--- src/rtl/multicycle_ctrl_pkg.sv ---
// rtl/multicycle_ctrl_pkg.sv - shared ALU codes, opcodes, functs and FSM encodings
package multicycle_ctrl_pkg;

    localparam int ALU_CONTROL_LENGTH = 4;
    typedef logic [ALU_CONTROL_LENGTH-1:0] alu_cont_t;

    localparam alu_cont_t ALU_CONTROL_NOP  = 4'd0;
    localparam alu_cont_t ALU_CONTROL_ADD  = 4'd1;
    localparam alu_cont_t ALU_CONTROL_ADDU = 4'd2;
    localparam alu_cont_t ALU_CONTROL_SUBU = 4'd3;
    localparam alu_cont_t ALU_CONTROL_ORI  = 4'd4;

    localparam logic [5:0] OP_RTYPE = 6'h00;
    localparam logic [5:0] OP_J     = 6'h02;
    localparam logic [5:0] OP_BEQ   = 6'h04;
    localparam logic [5:0] OP_ORI   = 6'h0d;
    localparam logic [5:0] OP_LW    = 6'h23;
    localparam logic [5:0] OP_SW    = 6'h2b;

    localparam logic [5:0] FN_ADD  = 6'h20;
    localparam logic [5:0] FN_ADDU = 6'h21;
    localparam logic [5:0] FN_SUBU = 6'h23;

    typedef enum logic [3:0] {
        S_RST,
        S_FETCH,
        S_DECODE,
        S_MEMADR,
        S_MEMRD,
        S_MEMWB,
        S_MEMWR,
        S_EXEC_R,
        S_ALUWB_R,
        S_EXEC_I,
        S_ALUWB_I,
        S_BRANCH,
        S_JUMP,
        S_ERR
    } state_t;

    // What the ALU is being used for in the current state.
    typedef enum logic [2:0] {
        CLS_NONE,
        CLS_ADDR,
        CLS_RTYPE,
        CLS_ORI,
        CLS_SUB
    } alu_cls_t;

endpackage

--- src/rtl/multicycle_ctrl_if.sv ---
// rtl/multicycle_ctrl_if.sv - controller <-> datapath/memory signal bundle
interface multicycle_ctrl_if;
    import multicycle_ctrl_pkg::*;

    logic [5:0] opcode;
    logic [5:0] funct;
    logic       zero;
    logic       mem_ready;
    logic       mem_rd;
    logic       mem_wr;
    logic       iord;
    logic       ir_write;
    logic       pc_en;
    logic [1:0] pc_src;
    logic       alu_src_a;
    logic [1:0] alu_src_b;
    logic       ext_zero;
    alu_cont_t  alu_cont;
    logic       reg_dst;
    logic       mem_to_reg;
    logic       reg_write;
    logic       err;

    modport master (
        input  opcode, funct, zero, mem_ready,
        output mem_rd, mem_wr, iord, ir_write, pc_en, pc_src, alu_src_a,
               alu_src_b, ext_zero, alu_cont, reg_dst, mem_to_reg, reg_write, err
    );

    modport slave (
        output opcode, funct, zero, mem_ready,
        input  mem_rd, mem_wr, iord, ir_write, pc_en, pc_src, alu_src_a,
               alu_src_b, ext_zero, alu_cont, reg_dst, mem_to_reg, reg_write, err
    );

endinterface

--- src/rtl/multicycle_ctrl_alu_decoder.sv ---
// rtl/multicycle_ctrl_alu_decoder.sv - ALU op select and illegal-instruction detect
module multicycle_ctrl_alu_decoder
    import multicycle_ctrl_pkg::*;
(
    input  alu_cls_t   i_cls,
    input  logic [5:0] i_opcode,
    input  logic [5:0] i_funct,
    output alu_cont_t  o_alu_cont,
    output logic       o_illegal
);

    // ALU operation for the current state class; R-type picks by funct
    always_comb begin
        o_alu_cont = ALU_CONTROL_NOP;
        case (i_cls)
            CLS_ADDR: o_alu_cont = ALU_CONTROL_ADDU;
            CLS_SUB:  o_alu_cont = ALU_CONTROL_SUBU;
            CLS_ORI:  o_alu_cont = ALU_CONTROL_ORI;
            CLS_RTYPE: begin
                case (i_funct)
                    FN_ADD:  o_alu_cont = ALU_CONTROL_ADD;
                    FN_ADDU: o_alu_cont = ALU_CONTROL_ADDU;
                    FN_SUBU: o_alu_cont = ALU_CONTROL_SUBU;
                    default: o_alu_cont = ALU_CONTROL_NOP;
                endcase
            end
            default: o_alu_cont = ALU_CONTROL_NOP;
        endcase
    end

    // Anything outside the supported opcode/funct set is illegal
    always_comb begin
        o_illegal = 1'b1;
        case (i_opcode)
            OP_RTYPE: o_illegal = !((i_funct == FN_ADD) || (i_funct == FN_ADDU) ||
                                    (i_funct == FN_SUBU));
            OP_LW, OP_SW, OP_ORI, OP_BEQ, OP_J: o_illegal = 1'b0;
            default: o_illegal = 1'b1;
        endcase
    end

endmodule

--- src/rtl/multicycle_ctrl.sv ---
// rtl/multicycle_ctrl.sv - multicycle MIPS-lite main controller with memory wait/timeout
module multicycle_ctrl
    import multicycle_ctrl_pkg::*;
#(
    parameter int MEM_TIMEOUT = 255
) (
    input  logic              clk,
    input  logic              rst_n,
    multicycle_ctrl_if.master bus
);

    localparam logic [15:0] TIMEOUT_LAST = 16'(MEM_TIMEOUT - 1);

    state_t      r_state;
    state_t      w_next;
    logic [15:0] r_wait_cnt;
    logic        w_wait_state;
    logic        w_timeout;
    logic        w_stay;
    alu_cls_t    w_cls;
    alu_cont_t   w_alu_cont;
    logic        w_illegal;

    multicycle_ctrl_alu_decoder u_alu_decoder (
        .i_cls      (w_cls),
        .i_opcode   (bus.opcode),
        .i_funct    (bus.funct),
        .o_alu_cont (w_alu_cont),
        .o_illegal  (w_illegal)
    );

    // A wait state times out on its MEM_TIMEOUT-th cycle without mem_ready
    assign w_wait_state = (r_state == S_FETCH) || (r_state == S_MEMRD) || (r_state == S_MEMWR);
    assign w_timeout    = w_wait_state && !bus.mem_ready && (r_wait_cnt == TIMEOUT_LAST);
    assign w_stay       = w_wait_state && !bus.mem_ready && !w_timeout;

    // State register
    always_ff @(posedge clk) begin
        if (!rst_n) begin
            r_state <= S_RST;
        end else begin
            r_state <= w_next;
        end
    end

    // Wait counter: counts while a request is stalled, zero on every other path
    always_ff @(posedge clk) begin
        if (!rst_n) begin
            r_wait_cnt <= '0;
        end else if (w_stay) begin
            r_wait_cnt <= r_wait_cnt + 16'd1;
        end else begin
            r_wait_cnt <= '0;
        end
    end

    // Next-state logic
    always_comb begin
        w_next = r_state;
        case (r_state)
            S_RST:    w_next = S_FETCH;
            S_FETCH: begin
                if (bus.mem_ready)  w_next = S_DECODE;
                else if (w_timeout) w_next = S_ERR;
            end
            S_DECODE: begin
                if (w_illegal) begin
                    w_next = S_ERR;
                end else begin
                    case (bus.opcode)
                        OP_LW, OP_SW: w_next = S_MEMADR;
                        OP_RTYPE:     w_next = S_EXEC_R;
                        OP_ORI:       w_next = S_EXEC_I;
                        OP_BEQ:       w_next = S_BRANCH;
                        OP_J:         w_next = S_JUMP;
                        default:      w_next = S_ERR;
                    endcase
                end
            end
            S_MEMADR: w_next = (bus.opcode == OP_LW) ? S_MEMRD : S_MEMWR;
            S_MEMRD: begin
                if (bus.mem_ready)  w_next = S_MEMWB;
                else if (w_timeout) w_next = S_ERR;
            end
            S_MEMWR: begin
                if (bus.mem_ready)  w_next = S_FETCH;
                else if (w_timeout) w_next = S_ERR;
            end
            S_EXEC_R:  w_next = S_ALUWB_R;
            S_EXEC_I:  w_next = S_ALUWB_I;
            S_MEMWB, S_ALUWB_R, S_ALUWB_I, S_BRANCH, S_JUMP: w_next = S_FETCH;
            S_ERR:     w_next = S_ERR;
            default:   w_next = S_ERR;
        endcase
    end

    // Output decode; architectural writes are suppressed while rst_n is low
    always_comb begin
        bus.mem_rd     = 1'b0;
        bus.mem_wr     = 1'b0;
        bus.iord       = 1'b0;
        bus.ir_write   = 1'b0;
        bus.pc_en      = 1'b0;
        bus.pc_src     = 2'd0;
        bus.alu_src_a  = 1'b0;
        bus.alu_src_b  = 2'd0;
        bus.ext_zero   = 1'b0;
        bus.reg_dst    = 1'b0;
        bus.mem_to_reg = 1'b0;
        bus.reg_write  = 1'b0;
        bus.err        = 1'b0;
        w_cls          = CLS_NONE;
        case (r_state)
            S_FETCH: begin
                bus.mem_rd    = 1'b1;
                bus.alu_src_b = 2'd1;
                w_cls         = CLS_ADDR;
                bus.ir_write  = bus.mem_ready && rst_n;
                bus.pc_en     = bus.mem_ready && rst_n;
            end
            S_DECODE: begin
                bus.alu_src_b = 2'd3;
                w_cls         = CLS_ADDR;
            end
            S_MEMADR: begin
                bus.alu_src_a = 1'b1;
                bus.alu_src_b = 2'd2;
                w_cls         = CLS_ADDR;
            end
            S_MEMRD: begin
                bus.mem_rd = 1'b1;
                bus.iord   = 1'b1;
            end
            S_MEMWB: begin
                bus.reg_write  = rst_n;
                bus.mem_to_reg = 1'b1;
            end
            S_MEMWR: begin
                bus.mem_wr = 1'b1;
                bus.iord   = 1'b1;
            end
            S_EXEC_R: begin
                bus.alu_src_a = 1'b1;
                w_cls         = CLS_RTYPE;
            end
            S_ALUWB_R: begin
                bus.reg_write = rst_n;
                bus.reg_dst   = 1'b1;
            end
            S_EXEC_I: begin
                bus.alu_src_a = 1'b1;
                bus.alu_src_b = 2'd2;
                bus.ext_zero  = 1'b1;
                w_cls         = CLS_ORI;
            end
            S_ALUWB_I: begin
                bus.reg_write = rst_n;
            end
            S_BRANCH: begin
                bus.alu_src_a = 1'b1;
                bus.pc_src    = 2'd1;
                bus.pc_en     = bus.zero && rst_n;
                w_cls         = CLS_SUB;
            end
            S_JUMP: begin
                bus.pc_src = 2'd2;
                bus.pc_en  = rst_n;
            end
            S_ERR: begin
                bus.err = 1'b1;
            end
            default: begin
                w_cls = CLS_NONE;
            end
        endcase
    end

    assign bus.alu_cont = w_alu_cont;

endmodule

--- src/flat_wrapper.sv ---
// flat-port wrapper written by rule: the top's interface ports become plain ports
module multicycle_ctrl_flat import multicycle_ctrl_pkg::*;
#(
    parameter int MEM_TIMEOUT = 255
)
  (clk, rst_n, bus_opcode, bus_funct, bus_zero, bus_mem_ready, bus_mem_rd, bus_mem_wr, bus_iord, bus_ir_write, bus_pc_en, bus_pc_src, bus_alu_src_a, bus_alu_src_b, bus_ext_zero, bus_alu_cont, bus_reg_dst, bus_mem_to_reg, bus_reg_write, bus_err);
  multicycle_ctrl_if bus_i ();
  input  logic clk;
  input  logic rst_n;
  input wire logic [$bits(bus_i.opcode)-1:0] bus_opcode;
  input wire logic [$bits(bus_i.funct)-1:0] bus_funct;
  input wire logic [$bits(bus_i.zero)-1:0] bus_zero;
  input wire logic [$bits(bus_i.mem_ready)-1:0] bus_mem_ready;
  output wire logic [$bits(bus_i.mem_rd)-1:0] bus_mem_rd;
  output wire logic [$bits(bus_i.mem_wr)-1:0] bus_mem_wr;
  output wire logic [$bits(bus_i.iord)-1:0] bus_iord;
  output wire logic [$bits(bus_i.ir_write)-1:0] bus_ir_write;
  output wire logic [$bits(bus_i.pc_en)-1:0] bus_pc_en;
  output wire logic [$bits(bus_i.pc_src)-1:0] bus_pc_src;
  output wire logic [$bits(bus_i.alu_src_a)-1:0] bus_alu_src_a;
  output wire logic [$bits(bus_i.alu_src_b)-1:0] bus_alu_src_b;
  output wire logic [$bits(bus_i.ext_zero)-1:0] bus_ext_zero;
  output wire logic [$bits(bus_i.alu_cont)-1:0] bus_alu_cont;
  output wire logic [$bits(bus_i.reg_dst)-1:0] bus_reg_dst;
  output wire logic [$bits(bus_i.mem_to_reg)-1:0] bus_mem_to_reg;
  output wire logic [$bits(bus_i.reg_write)-1:0] bus_reg_write;
  output wire logic [$bits(bus_i.err)-1:0] bus_err;
  assign bus_i.opcode = bus_opcode;
  assign bus_i.funct = bus_funct;
  assign bus_i.zero = bus_zero;
  assign bus_i.mem_ready = bus_mem_ready;
  assign bus_mem_rd = bus_i.mem_rd;
  assign bus_mem_wr = bus_i.mem_wr;
  assign bus_iord = bus_i.iord;
  assign bus_ir_write = bus_i.ir_write;
  assign bus_pc_en = bus_i.pc_en;
  assign bus_pc_src = bus_i.pc_src;
  assign bus_alu_src_a = bus_i.alu_src_a;
  assign bus_alu_src_b = bus_i.alu_src_b;
  assign bus_ext_zero = bus_i.ext_zero;
  assign bus_alu_cont = bus_i.alu_cont;
  assign bus_reg_dst = bus_i.reg_dst;
  assign bus_mem_to_reg = bus_i.mem_to_reg;
  assign bus_reg_write = bus_i.reg_write;
  assign bus_err = bus_i.err;
  multicycle_ctrl #(.MEM_TIMEOUT(MEM_TIMEOUT)) u_core (.clk(clk), .rst_n(rst_n), .bus(bus_i));
endmodule
--- config.mk ---
export PLATFORM = sky130hd
export DESIGN_NAME = multicycle_ctrl_flat
export DESIGN_NICKNAME = d
export VERILOG_FILES = /design/src/rtl/multicycle_ctrl_pkg.sv /design/src/rtl/multicycle_ctrl_if.sv /design/src/rtl/multicycle_ctrl_alu_decoder.sv /design/src/rtl/multicycle_ctrl.sv /design/src/flat_wrapper.sv
export SDC_FILE = /design/constraint.sdc
export NUM_CORES = 1
export LEC_CHECK = 0
export BUFFER_PORTS_ARGS = -buffer_cell sky130_fd_sc_hd__buf_2
export CAP_MARGIN = 0
export CORE_MARGIN = 4
export CORE_UTILIZATION = 53
export CTS_CLUSTER_DIAMETER = 200
export DETAILED_ROUTE_END_ITERATION = 6
export PLACE_DENSITY = 0.79
export SYNTH_ARGS = -nofsm -noshare
export SYNTH_HDL_FRONTEND = slang
export SYNTH_SLANG_ARGS = --single-unit
--- constraint.sdc ---
create_clock -name clk -period 2.5 [get_ports clk]
set_input_delay 0.125 -clock clk [delete_from_list [all_inputs] [get_ports clk]]
set_output_delay 0.125 -clock clk [all_outputs]
set_load 0.02 [all_outputs]
# After elaboration in Yosys (flattened, before gate mapping)
# Index checks and enable logic that the tools add are counted.
# totals
mem_count,0
latchBits,0
out_inout_bits,19
input_bits,16
register_bits,20
rom_bits,0
ramBits,0
# op_classes
shift,0
n_reduce_logical,24
eq_ne,26
n_lt_le_gt_ge,0
n_div,0
bitwise,0
addsub,1
mux,25
mul,0
# ops
cell,count
$pmux W4 S8,1
$eq A6 B6 Y1 const B,5
$eq A4 B4 Y1 const B,6
$pmux W3 S4,2
$mux W4,5
$pmux W4 S5,1
$add A16 B1 Y16 const B,1
$eq A16 B8 Y1 const B,1
$eq A4 B3 Y1 const B,4
$pmux W2 S3,2
$mux W1,10
$eq A4 B2 Y1 const B,2
$reduce_or A2 Y1,4
$eq A3 B2 Y1 const B,2
$eq A6 B2 Y1 const B,1
$eq A6 B3 Y1 const B,1
$eq A6 B4 Y1 const B,1
$logic_not A6 Y1,1
$reduce_or A3 Y1,2
$reduce_or A6 Y1,1
$logic_and A1 B1 Y1,5
$reduce_or A5 Y1,1
$eq A4 B1 Y1 const B,1
$logic_not A4 Y1,1
other kinds (10),15

# Depth between registers and ports, before layout
# depth
depth_word,8
ltp_mapped,7
depth_no_buf,6

# Hierarchy
# Synthesis repeated with hierarchy kept, for this count alone.
# unflattened
cells_unflattened,191
hier_area_um2,1481.4
# modules_own_cells
mod,seq_area_each_um2,area_per_inst_um2,cells_per_inst,n_inst
multicycle_ctrl,400.4,1330.0,171,1
multicycle_ctrl_alu_decoder,0.0,151.4,20,1

# Worst setup path after synthesis
# Ideal clock, no wire load.
# synth_path
kind,register -> register
start,register u_core.r_wait_cnt[0]
end,register u_core.r_wait_cnt[10]
path_stages_with_launch,8
path_slack_ns,0.666
setup_time_ns,0.115
path_buffers,1
arrival_time_ns,1.720
required_ns,2.385
path_cell_list,dfxtp_1 -> inv_1 -> ha_1 -> or4bb_1 -> nor4_4 -> nand3b_4 -> buf_6 -> nor2_1
# synth_between
elab_chain_cells,5
# synth_lines
item,line_no,source
"start, declared",multicycle_ctrl.sv:16,logic [15:0] r_wait_cnt;
"start signal, assigned",multicycle_ctrl.sv:51,r_wait_cnt <= r_wait_cnt + 16'd1;
"parallel branches: the longest is 5 deep, another holds $add A16 B1 Y16",-,
# Several ways; the timed one is not identified.
# A chain may end at the register's enable or synchronous reset.

# Worst setup path in the final report
# layout_path
start,register u_core.r_state[2]
end,output bus_alu_cont[0]
# layout_between
elab_chain_cells,5
# layout_lines
item,line_no,source
"start, declared",multicycle_ctrl.sv:14,state_t r_state;
"start signal, assigned",multicycle_ctrl.sv:42,r_state <= w_next;
$eq A4 B2 Y1 or $eq A4 B1 Y1 (tied branches),multicycle_ctrl.sv:113,case (r_state)
$reduce_or A3 Y1 (no line),-,
$pmux W3 S4 *,multicycle_ctrl.sv:113,
$eq A3 B2 Y1 (tied with other cells),multicycle_ctrl_alu_decoder.sv:15,case (i_cls)
$pmux W3 S4 *,multicycle_ctrl_alu_decoder.sv:15,
"end, declared",flat_wrapper.sv:23,output wire logic [$bits(bus_i.alu_cont)-1:0] bus_alu_cont;
# Mark *: on every way between the ends. The rest lies on a longest branch, timed or not.

==> impl_metrics.json <==
{
  "met2_usage_pct": 34.10,
  "vias": 1448,
  "cts-buffers-inserted": 3,
  "use_met3_pct": 3.240,
  "cts_setup_buffers": 0,
  "antenna_found_initial": 0,
  "layout-drive-gt1-share_pct": 21.30,
  "worst_pin_slew_ns": 0.6800,
  "coreArea_mm2": 0.002522,
  "diodes": 0,
  "async_flop_share_pct": 0,
  "core.rowCount": 18,
  "powerDensity_mw_per_mm2": 707.4,
  "cts_tree": "done",
  "outcome": "finished clean",
  "busiest_layer": "met2",
  "cts_root_buf": "clkbuf_4",
  "min_period_ns": 2.078,
  "mappedNetlistArea_mm2": 0.001420,
  "clock_skew_ns": 0.005206,
  "dp_hpwl_um": 2564,
  "cp-end-kind": "output port",
  "wirelength_um": 3334,
  "timing.fmax_mhz": 481.3,
  "place_congestion": 0.8873,
  "grt_pass1_wl_um": 5699,
  "synth_fp_nets": 206,
  "fin_nets": 235,
  "syn_area_per_cell_um2": 7.554,
  "yosys_warnings": 0,
  "maxSlewViolCount": 0,
  "cts.repair.resized": 0,
  "first_pass_iters": 4,
  "p_leak_nw": 0.6038,
  "start_util_pct": 56.30,
  "synthDistinctLibCells": 50,
  "hold_viol_final": 0,
  "startpoint_type": "register",
  "cts.path.max_buffers": 2,
  "pre_cts_slack_ns": 0.5237,
  "portBuffers": 33,
  "ant_nets": 0,
  "fp.dieArea_mm2": 0.003572,
  "tns_ns": 0,
  "htreeDepth": 1,
  "grt_overflow": 0,
  "hp-class": "input pin to register",
  "syn_inst": 188,
  "timing.final.crit_share_pct": 83.10,
  "grt_max_degree": 24,
  "clk_pin_slew_ns": 0.11,
  "synth_edf_count": 0,
  "die_w_um": 59.77,
  "ys.flop_type": "dfxtp_1",
  "cts.sinks": 20,
  "crit_type": "register to output port",
  "grt_pass1_vias": 1311,
  "grt_setup_unrepaired": "no",
  "max_cap_violations": 0,
  "globalRouteTotalUtil_pct": 20.35,
  "worst_slack_ns": 0.4225,
  "peakVddDrop_mv": 0.6088,
  "wire_per_inst_um": 13.55,
  "ys_seq_elements": 20,
  "worstPathRequired_ns": 2.38,
  "maxSlewHeadroom_pct": 54.60,
  "cp_max_fo": 23,
  "nFillCells": 243,
  "io_pins": 35,
  "vias_per_cell": 5.886,
  "arrival_ns": 1.95,
  "drc": 0,
  "chipHeight_um": 59.77,
  "clk_latency_ns": 0.30,
  "use_met1_pct": 24.84,
  "ctsHoldBuffers": 0,
  "setup_violations": 0,
  "area_growth_pct": 13.57,
  "drtIter0Drc": 125,
  "ys_seq_area_share_pct": 28.19
}
-- cell usage after synthesis, drive strengths merged, types with 3 or more instances --
| cell | count | share of area (%) |
|---|---|---|
| buf | 3 | 1.7 |
| or4 | 3 | 1.6 |
| nor3 | 8 | 2.8 |
| a21boi | 3 | 1.6 |
| xor2 | 3 | 1.9 |
| nor4 | 6 | 3.7 |
| o21a | 3 | 1.6 |
| nand3 | 6 | 2.1 |
| nand2 | 12 | 3.2 |
| nand2b | 8 | 3.5 |
| clkbuf | 6 | 1.6 |
| o21ai | 4 | 1.4 |
| xnor2 | 11 | 6.8 |
| nand4 | 3 | 1.8 |
| a21oi | 5 | 1.8 |
| dfxtp | 20 | 28 |
| inv | 8 | 2.1 |
| o22ai | 3 | 1.3 |
| nor2 | 39 | 10 |
| nor2b | 4 | 1.8 |
-- cell families after synthesis --
| logic type | Yosys count | synth area share (%) |
|---|---|---|
| fa+ha+maj | 2 | 1.762 |
| compound gates | 34 | 17.18 |
| xor+xnor | 14 | 8.635 |
| buf+inv | 17 | 5.374 |
| flops | 20 | 28.19 |
| other cells | 1 | 0.2641 |
| simple gates | 100 | 38.59 |
-- registers in the layout, summed over array words and instances, names as in the netlist --
name / flops
u_core.r_wait_cnt: 16
u_core.r_state: 4
-- critical path, cell delays in order (launching register included) --
cell and delay (ns):
dfxtp_1 0.78, nand2b_1 0.24, a21oi_1 0.18, nand3_1 0.09
a21oi_1 0.18, buf_2 0.18
-- stage by stage --
| stage | total power, W | hold WS, ns | area [um^2] | std cells | util (%) |
|---|---|---|---|---|---|
| after CTS | 0.001143 | 0.1267 | 1613 | 246 | 63.94 |
| after floorplan | 0.0008186 | 0.2419 | 1420 | 188 | - |
| after detailed placement | 0.0009572 | 0.4494 | 1577 | 242 | 62.50 |
| after global routing | 0.001224 | 0.1211 | 1613 | 246 | 63.94 |
| after global placement | 0.0009441 | 0.4368 | 1577 | 242 | 62.50 |
| final | 0.001141 | 0.1340 | 1613 | 246 | 63.94 |
-- power by group --
group	switching, W	total [W]	internal, W
clock	0.0000972	0.000186	0.0000890
combinational	0.000313	0.000511	0.000197
sequential	0.0000997	0.000444	0.000344
-- layer usage --
| layer | wire length (um) | share of wire (%) |
|---|---|---|
| met1 | 1443 | 43 |
| met2 | 1593 | 48 |
| met3 | 207 | 6.2 |
| met4 | 89 | 2.7 |
| met5 | 0 | 0 |
-- area by class of cell --
class                      count  area (um^2)  share of cell area (%)
timing repair buffer          33        165.2                   10.24
multi-input combinational    151        943.4                   58.49
sequential                    20        400.4                   24.83
clock buffer                   4        36.28                   2.250
inverter                       8        30.03                   1.862
tap                           30        37.54                   2.327
-- placed cells by master (no fill, tap or decap), types with 4 or more instances in the layout --
cell type	netlist	final
nor2_1	39	39
dfxtp_1	20	20
a21oi_1	5	5
nor3_1	8	8
inv_1	7	7
buf_2	1	33
nor4_1	5	5
nand3_1	6	6
xnor2_1	11	11
nor2b_1	4	4
nand2b_1	8	8
nand2_1	12	12
o21ai_0	4	4
-- path summary, 6_finish.rpt --
| check | from | to | slack, ns | cells past startpoint |
|---|---|---|---|---|
| worst min-delay path | rst_n | u_core.r_state[0] | 0.13 | 2 |
| worst min register to register | u_core.r_wait_cnt[0] | u_core.r_wait_cnt[0] | 0.47 | 1 |
| worst max-delay path | u_core.r_state[2] | bus_alu_cont[0] | 0.42 | 5 |
| worst max register to register | u_core.r_state[1] | u_core.r_state[1] | 0.45 | 4 |
Note: power is estimated with default switching activity, not from simulation.
